**src/rtl/hazard_flush_controller.sv**
```systemverilog
// Load-use / control hazard sequencer for the 16-bit RISC pipeline.
// Optional perf counters (stallCount, flushCount) enabled by HAZARD_PERF_CNT_EN.
module hazard_flush_controller #(
  parameter int unsigned REG_ADDR_W        = 4,
  parameter int unsigned LOAD_STALL_CYCLES = 1,
  parameter int unsigned BRANCH_PENALTY    = 2
) (
  input  logic                  clk,
  input  logic                  rst,
  input  logic [REG_ADDR_W-1:0] id_rs,
  input  logic [REG_ADDR_W-1:0] id_rt,
  input  logic                  id_useRt,
  input  logic                  id_jump,
  input  logic                  ex_memRead,
  input  logic [REG_ADDR_W-1:0] ex_rd,
  input  logic                  ex_braTaken,
  output logic                  pcWrite,
  output logic                  ifidWrite,
  output logic                  ifidFlush,
  output logic                  ctrlFlushSel,
  output logic                  busy
`ifdef HAZARD_PERF_CNT_EN
  ,
  output logic [15:0]           stallCount,
  output logic [15:0]           flushCount
`endif
);

  localparam logic [1:0] S_RUN      = 2'd0;
  localparam logic [1:0] S_LD_STALL = 2'd1;
  localparam logic [1:0] S_BR_FLUSH = 2'd2;

  localparam logic [2:0] LD_INIT = 3'(LOAD_STALL_CYCLES - 1);
  localparam logic [2:0] BR_INIT = 3'(BRANCH_PENALTY - 1);

  logic [1:0] r_state;
  logic [2:0] r_cnt;
  logic [1:0] w_nxt_state;
  logic [2:0] w_nxt_cnt;
  logic       w_loadUse;

  assign w_loadUse = ex_memRead && (ex_rd != '0) &&
                     ((ex_rd == id_rs) || (id_useRt && (ex_rd == id_rt)));

  always_comb begin
    w_nxt_state  = r_state;
    w_nxt_cnt    = r_cnt;
    pcWrite      = 1'b1;
    ifidWrite    = 1'b1;
    ifidFlush    = 1'b0;
    ctrlFlushSel = 1'b0;
    busy         = (r_state != S_RUN);

    case (r_state)
      S_BR_FLUSH: begin
        ifidFlush    = 1'b1;
        ctrlFlushSel = 1'b1;
        w_nxt_cnt    = r_cnt - 3'd1;
        if (r_cnt <= 3'd1) begin
          w_nxt_state = S_RUN;
          w_nxt_cnt   = '0;
        end
      end
      default: begin
        // RUN and LD_STALL share the branch override; a taken branch wins over any stall
        if (ex_braTaken) begin
          ifidFlush    = 1'b1;
          ctrlFlushSel = 1'b1;
          if (BRANCH_PENALTY > 1) begin
            w_nxt_state = S_BR_FLUSH;
            w_nxt_cnt   = BR_INIT;
          end else begin
            w_nxt_state = S_RUN;
            w_nxt_cnt   = '0;
          end
        end else if (r_state == S_LD_STALL) begin
          pcWrite      = 1'b0;
          ifidWrite    = 1'b0;
          ctrlFlushSel = 1'b1;
          w_nxt_cnt    = r_cnt - 3'd1;
          if (r_cnt <= 3'd1) begin
            w_nxt_state = S_RUN;
            w_nxt_cnt   = '0;
          end
        end else if (w_loadUse) begin
          pcWrite      = 1'b0;
          ifidWrite    = 1'b0;
          ctrlFlushSel = 1'b1;
          if (LOAD_STALL_CYCLES > 1) begin
            w_nxt_state = S_LD_STALL;
            w_nxt_cnt   = LD_INIT;
          end
        end else if (id_jump) begin
          ifidFlush = 1'b1;
        end
      end
    endcase

    if (rst) begin
      pcWrite      = 1'b0;
      ifidWrite    = 1'b0;
      ifidFlush    = 1'b1;
      ctrlFlushSel = 1'b1;
      busy         = 1'b0;
      w_nxt_state  = S_RUN;
      w_nxt_cnt    = '0;
    end
  end

  always_ff @(posedge clk) begin
    r_state <= w_nxt_state;
    r_cnt   <= w_nxt_cnt;
  end

`ifdef HAZARD_PERF_CNT_EN
  logic [15:0] r_stallCount;
  logic [15:0] r_flushCount;

  always_ff @(posedge clk) begin
    if (rst) begin
      r_stallCount <= '0;
      r_flushCount <= '0;
    end else begin
      if (!pcWrite && (r_stallCount != '1)) r_stallCount <= r_stallCount + 16'd1;
      if (ctrlFlushSel && (r_flushCount != '1)) r_flushCount <= r_flushCount + 16'd1;
    end
  end

  assign stallCount = r_stallCount;
  assign flushCount = r_flushCount;
`endif

endmodule

```
**config.mk**
```make
export PLATFORM = sky130hd
export DESIGN_NAME = hazard_flush_controller
export DESIGN_NICKNAME = d
export VERILOG_FILES = /design/src/rtl/hazard_flush_controller.sv
export SDC_FILE = /design/constraint.sdc
export NUM_CORES = 1
export LEC_CHECK = 0
export ABC_AREA = 0
export BUFFER_PORTS_ARGS = -buffer_cell sky130_fd_sc_hd__buf_4
export CAP_MARGIN = 20
export CORE_AREA = 2 2 39 41
export DETAILED_ROUTE_END_ITERATION = 12
export DIE_AREA = 0 0 41 43
export PLACE_DENSITY = 0.62
export SYNTH_ARGS = -nofsm -noshare
export SYNTH_HDL_FRONTEND = slang
export SYNTH_SLANG_ARGS = --single-unit
```
**constraint.sdc**
```tcl
create_clock -name clk -period 2.5 [get_ports clk]
set_input_delay 0.5 -clock clk [delete_from_list [all_inputs] [get_ports clk]]
set_output_delay 0.5 -clock clk [all_outputs]
set_load 0.01 [all_outputs]
```
Word-level counts from Yosys, hierarchy flattened
Index checks and enable logic that the tools add are counted.
{ "classes": {"addsub": 1, "order_cmp": 1, "eq_ne": 4, "muxes": 25, "n_reduce_logical": 7} }
{ "ops": {"columns": ["operator", "count"], "rows": [
  ["2-to-1 mux 1 bit", 17],
  ["2-to-1 mux 3 bit", 4],
  ["equality test 4 bit", 2],
  ["2-to-1 mux 2 bit", 4],
  ["nonzero test 4 bit", 1],
  ["<= comparator 3 x 1 -> 1 bit, second input constant", 1],
  ["logical AND 1 bit", 3],
  ["nonzero test 3 bit", 1],
  ["subtractor 3 x 1 -> 3 bit, second input constant", 1],
  ["equality test 2 x 1 -> 1 bit, second input constant", 1],
  ["equality test 2 bit, second input constant", 1],
  ["nonzero test 2 bit", 1],
  ["logical OR 1 bit", 1]
]} }
{ "totals": {"reg_bits": 5, "in_bits": 18, "output_inout_bits": 5, "elab_cells": 40} }

Depth between registers and ports, before layout
Gate-level depths: netlist (run 1).
{ "depth": {"depth_word": 9, "depth_mapped": 7, "mapped_depth_nobuf": 7} }

Least setup slack after synthesis (run 1)
OpenSTA, ideal clock, no wires.
{ "synth_path": {"path_kind": "input to output", "from": "input ex_rd[0]", "to": "output pcWrite", "t_arrival_ns": 1.745, "required_time_ns": 2.000, "slack_ns": 0.255, "stages": 6, "cell_sequence": "o41a_1 -> nand3_1 -> o2bb2ai_1 -> maj3_2 -> a21oi_2 -> buf_4"} }
{ "synth_between": {"elab_chain_len": 9} }
{ "synth_rtl": {"columns": ["item", "line", "source"], "rows": [
  ["start: declaration", "15", "input logic [REG_ADDR_W-1:0] ex_rd,"],
  ["equality test 4 bit", "43", "((ex_rd == id_rs) || (id_useRt && (ex_rd == id_rt)));"],
  ["logical AND 1 bit", "43", null],
  ["logical OR 1 bit", "43", null],
  ["logical AND 1 bit (*)", "42", "assign w_loadUse = ex_memRead && (ex_rd != '0) &&"],
  ["2-to-1 mux 1 bit (*) (5 in series)", null, null],
  ["end: declaration", "17", "output logic pcWrite,"]
]} }
Every way passes the cells marked *; elsewhere a longest branch is shown, timed or not.

Worst setup path after layout (run 1)
{ "layout_path": {"from": "input ex_rd[0]", "to": "output pcWrite"} }
{ "layout_between": {"elab_chain_len": 9} }
{ "layout_rtl": {"columns": ["item", "line", "source"], "rows": [
  ["equality test 4 bit", "43", null],
  ["logical AND 1 bit", "43", null],
  ["logical OR 1 bit", "43", null],
  ["logical AND 1 bit (*)", "42", null],
  ["2-to-1 mux 1 bit (*)", "85", "end else if (w_loadUse) begin"],
  ["2-to-1 mux 1 bit (*)", "76", "end else if (r_state == S_LD_STALL) begin"],
  ["2-to-1 mux 1 bit (*)", "66", "if (ex_braTaken) begin"],
  ["2-to-1 mux 1 bit (*)", "54", "case (r_state)"],
  ["2-to-1 mux 1 bit (*)", "99", "if (rst) begin"]
]} }
Marks and branches as above.

==> reports/metrics.cfg, run 1 <==
[synthesis]
ys_types = 27
netlist_top_cells_area = dfxtp_1 23%, xnor2_1 10%, xor2_1 8.0%
synth.largest_area_cell = dfxtp_1
synthesis.nets = 76
synth_top_cell_area_share_pct = 22.79
ys_seq_area_share_pct = 22.79
postSynthCellCount = 56
syn_avg_cell_area_um2 = 7.842
ys_seq_elements = 5
netlist_area_um2 = 439.2
ys.warnings.count = 0

[setup_path]
r2r_slack_ns = 1.05
crit_required_ns = 2.00
r2r-end = r_cnt[0]
crit_type = in2out
rr_worst_depth = 6
crit_arrival_ns = 1.85
start_kind = primary input
end_kind = output port
r2r-start = r_cnt[0]
crit_fanout = 3

[finish]
regArea_um2 = 100.1
area_growth_pct = 45.30
finalNetCount = 101
diodes = 0
multiInputGateArea_um2 = 307.8
fillers = 146
layout-drive-gt1-share_pct = 36.25
final_cells = 96

[placed_design]
place.port_buffers = 22
dp_hpwl_um = 850.5
dp.cells = 92
gp_congestion = 0.7041

[grt]
grt.overflow.total = 0
antenna_found_initial = 0
grt_pass1_vias = 451
grt_use_total_pct = 14.83
grt_max_degree = 8
grt_pass1_wl_um = 1842

[detailed_routing]
drtPass1Iterations = 4
routed_wl_um = 1021
drt-initial-drc-count = 6
vias_per_cell = 4.750
routedWlPerCell_um = 10.64
vias = 456
ant_nets = 0
drc = 0

[floorplanning]
boundaryPins = 23
dieArea_mm2 = 0.001763
start_util_pct = 31.74
dieWidth_um = 41
core_area_mm2 = 0.001384
rows = 14
die_y_um = 43

[cts]
clk_pin_slew_worst_paths_ns = 0.05
cts_tree = built
ctsResizeCount = 0
tritoncts_num_sinks = 5
clkLatencyLatePin_ns = 0.24
cts_made_buffers = 3
hold_buffers = 0
htreeDepth = 1
clockBufferDepth = 2
cts_root_buffer = clkbuf_4
postCtsSetupBuffers = 0

[power]
total_power_mw = 0.2833
leakagePower_nw = 0.2730
power_density_mw_per_mm2 = 443.9
vdd_drop_max_v = 0.0002368

[timing]
hold_viol = 0
drv_slew = 0
min_period_ns = 2.350
setup_violations = 0
slew_headroom_pct = 78.12
fmax_ghz = 0.4256
clock_skew_ns = 0.0001079
tightest_slew_ns = 0.3258
post-route-period-util_pct = 93.99
rsz0062_at_grt = no
finalSetupTns_ns = 0

[run_status]
status = complete, no violations

[job]
maxCapViolations = 0

[hold_path]
hold_end = r_cnt[1]
min_path_type = in2reg
min_from = rst
hold_depth = 2

[sequential cells by signal (all words and copies together) (netlist names)]
name / count
r_cnt: 3
r_state: 2
[worst max-delay path: stages]
cell       delay [ns]
buf_4            0.12
o41a_1           0.43
nand3_1          0.09
o2bb2ai_1        0.09
maj3_2           0.32
a21oi_2          0.16
buf_4            0.14
[worst max path at each step]
stage | start | to | slack (ns) | cells after the start
3_3_place_gp | ex_rd[0] | ifidWrite | 0.16 | 7
2_1_floorplan | ex_rd[0] | pcWrite | 0.26 | 6
3_5_place_dp | ex_rd[0] | pcWrite | 0.14 | 7
6_report | ex_rd[0] | pcWrite | 0.15 | 7
4_1_cts | ex_rd[0] | pcWrite | 0.14 | 7
5_1_grt | ex_rd[0] | pcWrite | 0.07 | 7
[logic make-up (layout without fill, tap and decap cells)]
kind of cell	after synthesis	in the layout	share of synthesized area [%]
AND/OR/NAND/NOR	19	19	20.80
AO/OA/AOI/OAI	13	13	23.08
XOR/XNOR	9	9	17.95
buffers and inverters	7	31	7.123
flip-flops	5	5	22.79
adder cells (fa/ha/maj)	3	3	8.261
[power breakdown]
part | switching, mW | internal (mW) | total, mW
registers | 0.00542 | 0.0855 | 0.0909
clock network | 0.0365 | 0.0606 | 0.0971
logic | 0.0444 | 0.0509 | 0.0953
[per-layer routing]
| layer | global-route usage, % | vias to the layer above | share of wire (%) |
|---|---|---|---|
| li1 | - | 244 | - |
| met1 | 19.17 | 202 | 45 |
| met2 | 22.81 | 10 | 51 |
| met3 | 4.712 | 0 | 4.3 |
| met4 | 4.000 | 0 | 0 |
| met5 | 0 | - | 0 |
[area by class of cell]
class | instances | share of cell area (%)
Multi-Input combinational cell | 44 | 48.24
Timing Repair Buffer | 22 | 25.88
Sequential cell | 5 | 15.69
Clock buffer | 4 | 4.118
Tap cell | 16 | 3.137
Inverter | 5 | 2.941
[synthesized netlist by cell type]
library cell and instances:
buf_4 1, nand3_1 3, a21oi_2 1, nor4_1 1
nand2b_1 1, xor2_1 4, o41a_1 1, o21ai_0 1
a211o_2 1, nand2_1 2, o2bb2ai_1 1, a211oi_1 1
clkbuf_2 1, a221oi_1 2, inv_1 5, o21ba_2 1
dfxtp_1 5, nor3b_1 1, maj3_2 1, a21oi_1 3
nor3_1 1, xnor2_1 5, nand3b_1 1, nor2_1 8
and2_1 1, ha_1 2, a22oi_1 1
[cell usage in the layout, fill, tap and decap left out, types with 2 or more instances in the layout]
| cell | n |
|---|---|
| buf_4 | 22 |
| nor2_1 | 8 |
| inv_1 | 5 |
| xnor2_1 | 5 |
| dfxtp_1 | 5 |
| xor2_1 | 4 |
| nand3_1 | 3 |
| a21oi_1 | 3 |
| clkbuf_4 | 3 |
| nand2_1 | 2 |
| a221oi_1 | 2 |
| ha_1 | 2 |
[per-stage QoR]
step,hold WS (ns),util [%],instance area [um2],worst slack [ns]
floorplan,0.4573,-,439.2,0.2554
global placement,0.4858,44.21,611.8,0.1565
detailed placement,0.4892,44.21,611.8,0.1380
CTS,0.4716,46.11,638.1,0.1382
global route,0.4838,46.11,638.1,0.07264
finish,0.4811,46.11,638.1,0.1503
Power figures use the tool's default switching activity.
==> run 2, diff against run 1 <==
clock period = 2.6 ns   (was 2.5 ns; I/O delays follow)
==> reports/metrics.cfg, run 2 (synthesis gave the netlist of run 1 again) <==
[job]
maxCapViolations = 0

[grt]
grt.overflow.total = 0
grt_pass1_vias = 452
grt_use_total_pct = 14.83
antenna_found_initial = 0
grt_pass1_wl_um = 1849
grt_max_degree = 8

[floorplanning]
die_y_um = 43
boundaryPins = 23
core_area_mm2 = 0.001384
dieArea_mm2 = 0.001763
start_util_pct = 31.74
dieWidth_um = 41
rows = 14

[setup_path]
start_kind = primary input
crit_type = in2out
r2r_slack_ns = 1.10
crit_arrival_ns = 1.86
crit_chain = buf_4 > o41a_1 > nand3_1 > o2bb2ai_1 > maj3_2 > a21oi_2 > buf_4
r2r-start = r_cnt[0]
end_kind = output port
max_stage_delay_ns = 0.43
crit_fanout = 3
r2r-end = r_cnt[0]
rr_worst_depth = 6
timing.critical_path.mode_cell = buf_4
crit_slowest_cell = o41a_1
crit_required_ns = 2.08

[cts]
clockBufferDepth = 2
tritoncts_num_sinks = 5
cts_made_buffers = 3
cts_tree = built
postCtsSetupBuffers = 0
clk_pin_slew_worst_paths_ns = 0.05
ctsResizeCount = 0
htreeDepth = 1
clkLatencyLatePin_ns = 0.25
hold_buffers = 0
cts_root_buffer = clkbuf_4

[power]
vdd_drop_max_v = 0.0002495
leakagePower_nw = 0.2730
power_density_mw_per_mm2 = 426.5

[placed_design]
dp_hpwl_um = 869.7
place.port_buffers = 22
gp_congestion = 0.6993

[timing]
drv_slew = 0
slew_headroom_pct = 77.16
post-route-period-util_pct = 91.60
finalSetupTns_ns = 0
hold_viol = 0
fmax_ghz = 0.4199
rsz0062_at_grt = no
tightest_slew_ns = 0.3401
clock_skew_ns = 0.005614
setup_violations = 0
min_period_ns = 2.382

[hold_path]
hold_end = r_cnt[2]
min_path_type = reg2reg
hold_depth = 2
min_from = r_cnt[2]

[detailed_routing]
vias = 458
ant_nets = 0
routedWlPerCell_um = 11.01
vias_per_cell = 4.771
routed_wl_um = 1057
drc = 0
drt-initial-drc-count = 10
drtPass1Iterations = 4

[finish]
reg_top3 = r_cnt: 3 flops, r_state: 2 flops
final_common_cell = buf_4
area_growth_pct = 45.30
most-common-layout-cells = 22 x buf_4, 8 x nor2_1, 5 x inv_1, 5 x xnor2_1, 5 x dfxtp_1
finalNetCount = 101
largest_register_ffs = 3
diodes = 0
layout-drive-gt1-share_pct = 36.25
top_register = r_cnt
utilization_pct = 46.11

[run_status]
status = complete, no violations

run 2: cell counts in the layout (fill, tap and decap cells not counted):
Identical to the previous run, type by type.
run 2: power breakdown:
group | total, mW | internal (mW) | switching, mW
Clock | 0.0924 | 0.0582 | 0.0342
Sequential | 0.0877 | 0.0822 | 0.00545
Combinational | 0.0921 | 0.0490 | 0.0431
Total | 0.272 | 0.189 | 0.0828
run 2: how the worst max path moves through the flow:
stage,start,end,slack (ns),cells past startpoint
after floorplan,ex_rd[0],pcWrite,0.32,6
after global placement,ex_rd[0],ifidWrite,0.22,7
after detailed placement,ex_rd[0],ifidWrite,0.20,7
after CTS,ex_rd[0],ifidWrite,0.21,7
after global routing,ex_rd[0],ifidWrite,0.13,7
final,ex_rd[0],ifidWrite,0.22,7
run 2: per-stage QoR:
step | cells | area, um2 | hold WS [ns] | total power [mW] | worst slack [ns]
after global placement | 92 | 611.8 | 0.4860 | 0.1798 | 0.2151
after CTS | 96 | 638.1 | 0.4944 | 0.2759 | 0.2058
after global routing | 96 | 638.1 | 0.5014 | 0.2906 | 0.1292
after detailed placement | 92 | 611.8 | 0.4878 | 0.1813 | 0.2038
final | 96 | 638.1 | 0.4956 | 0.2722 | 0.2184
after floorplan | 56 | 439.2 | 0.4573 | 0.1401 | 0.3154
run 2: area by class of cell:
class	instances	area [um2]
flip-flops and latches	5	100.1
fillers	147	745.7
inverters	5	18.77
multi-input cells	44	307.8
repair buffers	22	165.2
clock buffers	4	26.28
well taps	16	20.02
run 2: worst max-delay path: cells and delay by family:
family                     cells  cell delay (ns)
buffers and inverters          2             0.26
and+or+nand+nor                1             0.09
adders and majority gates      1             0.32
AOI/OAI and AO/OA              3             0.68
run 2: layer usage:
layer | GRT usage [%] | wire length (um)
met1 | 19.17 | 470
met2 | 22.81 | 530
met3 | 4.712 | 56
met4 | 4.000 | 0
met5 | 0 | 0
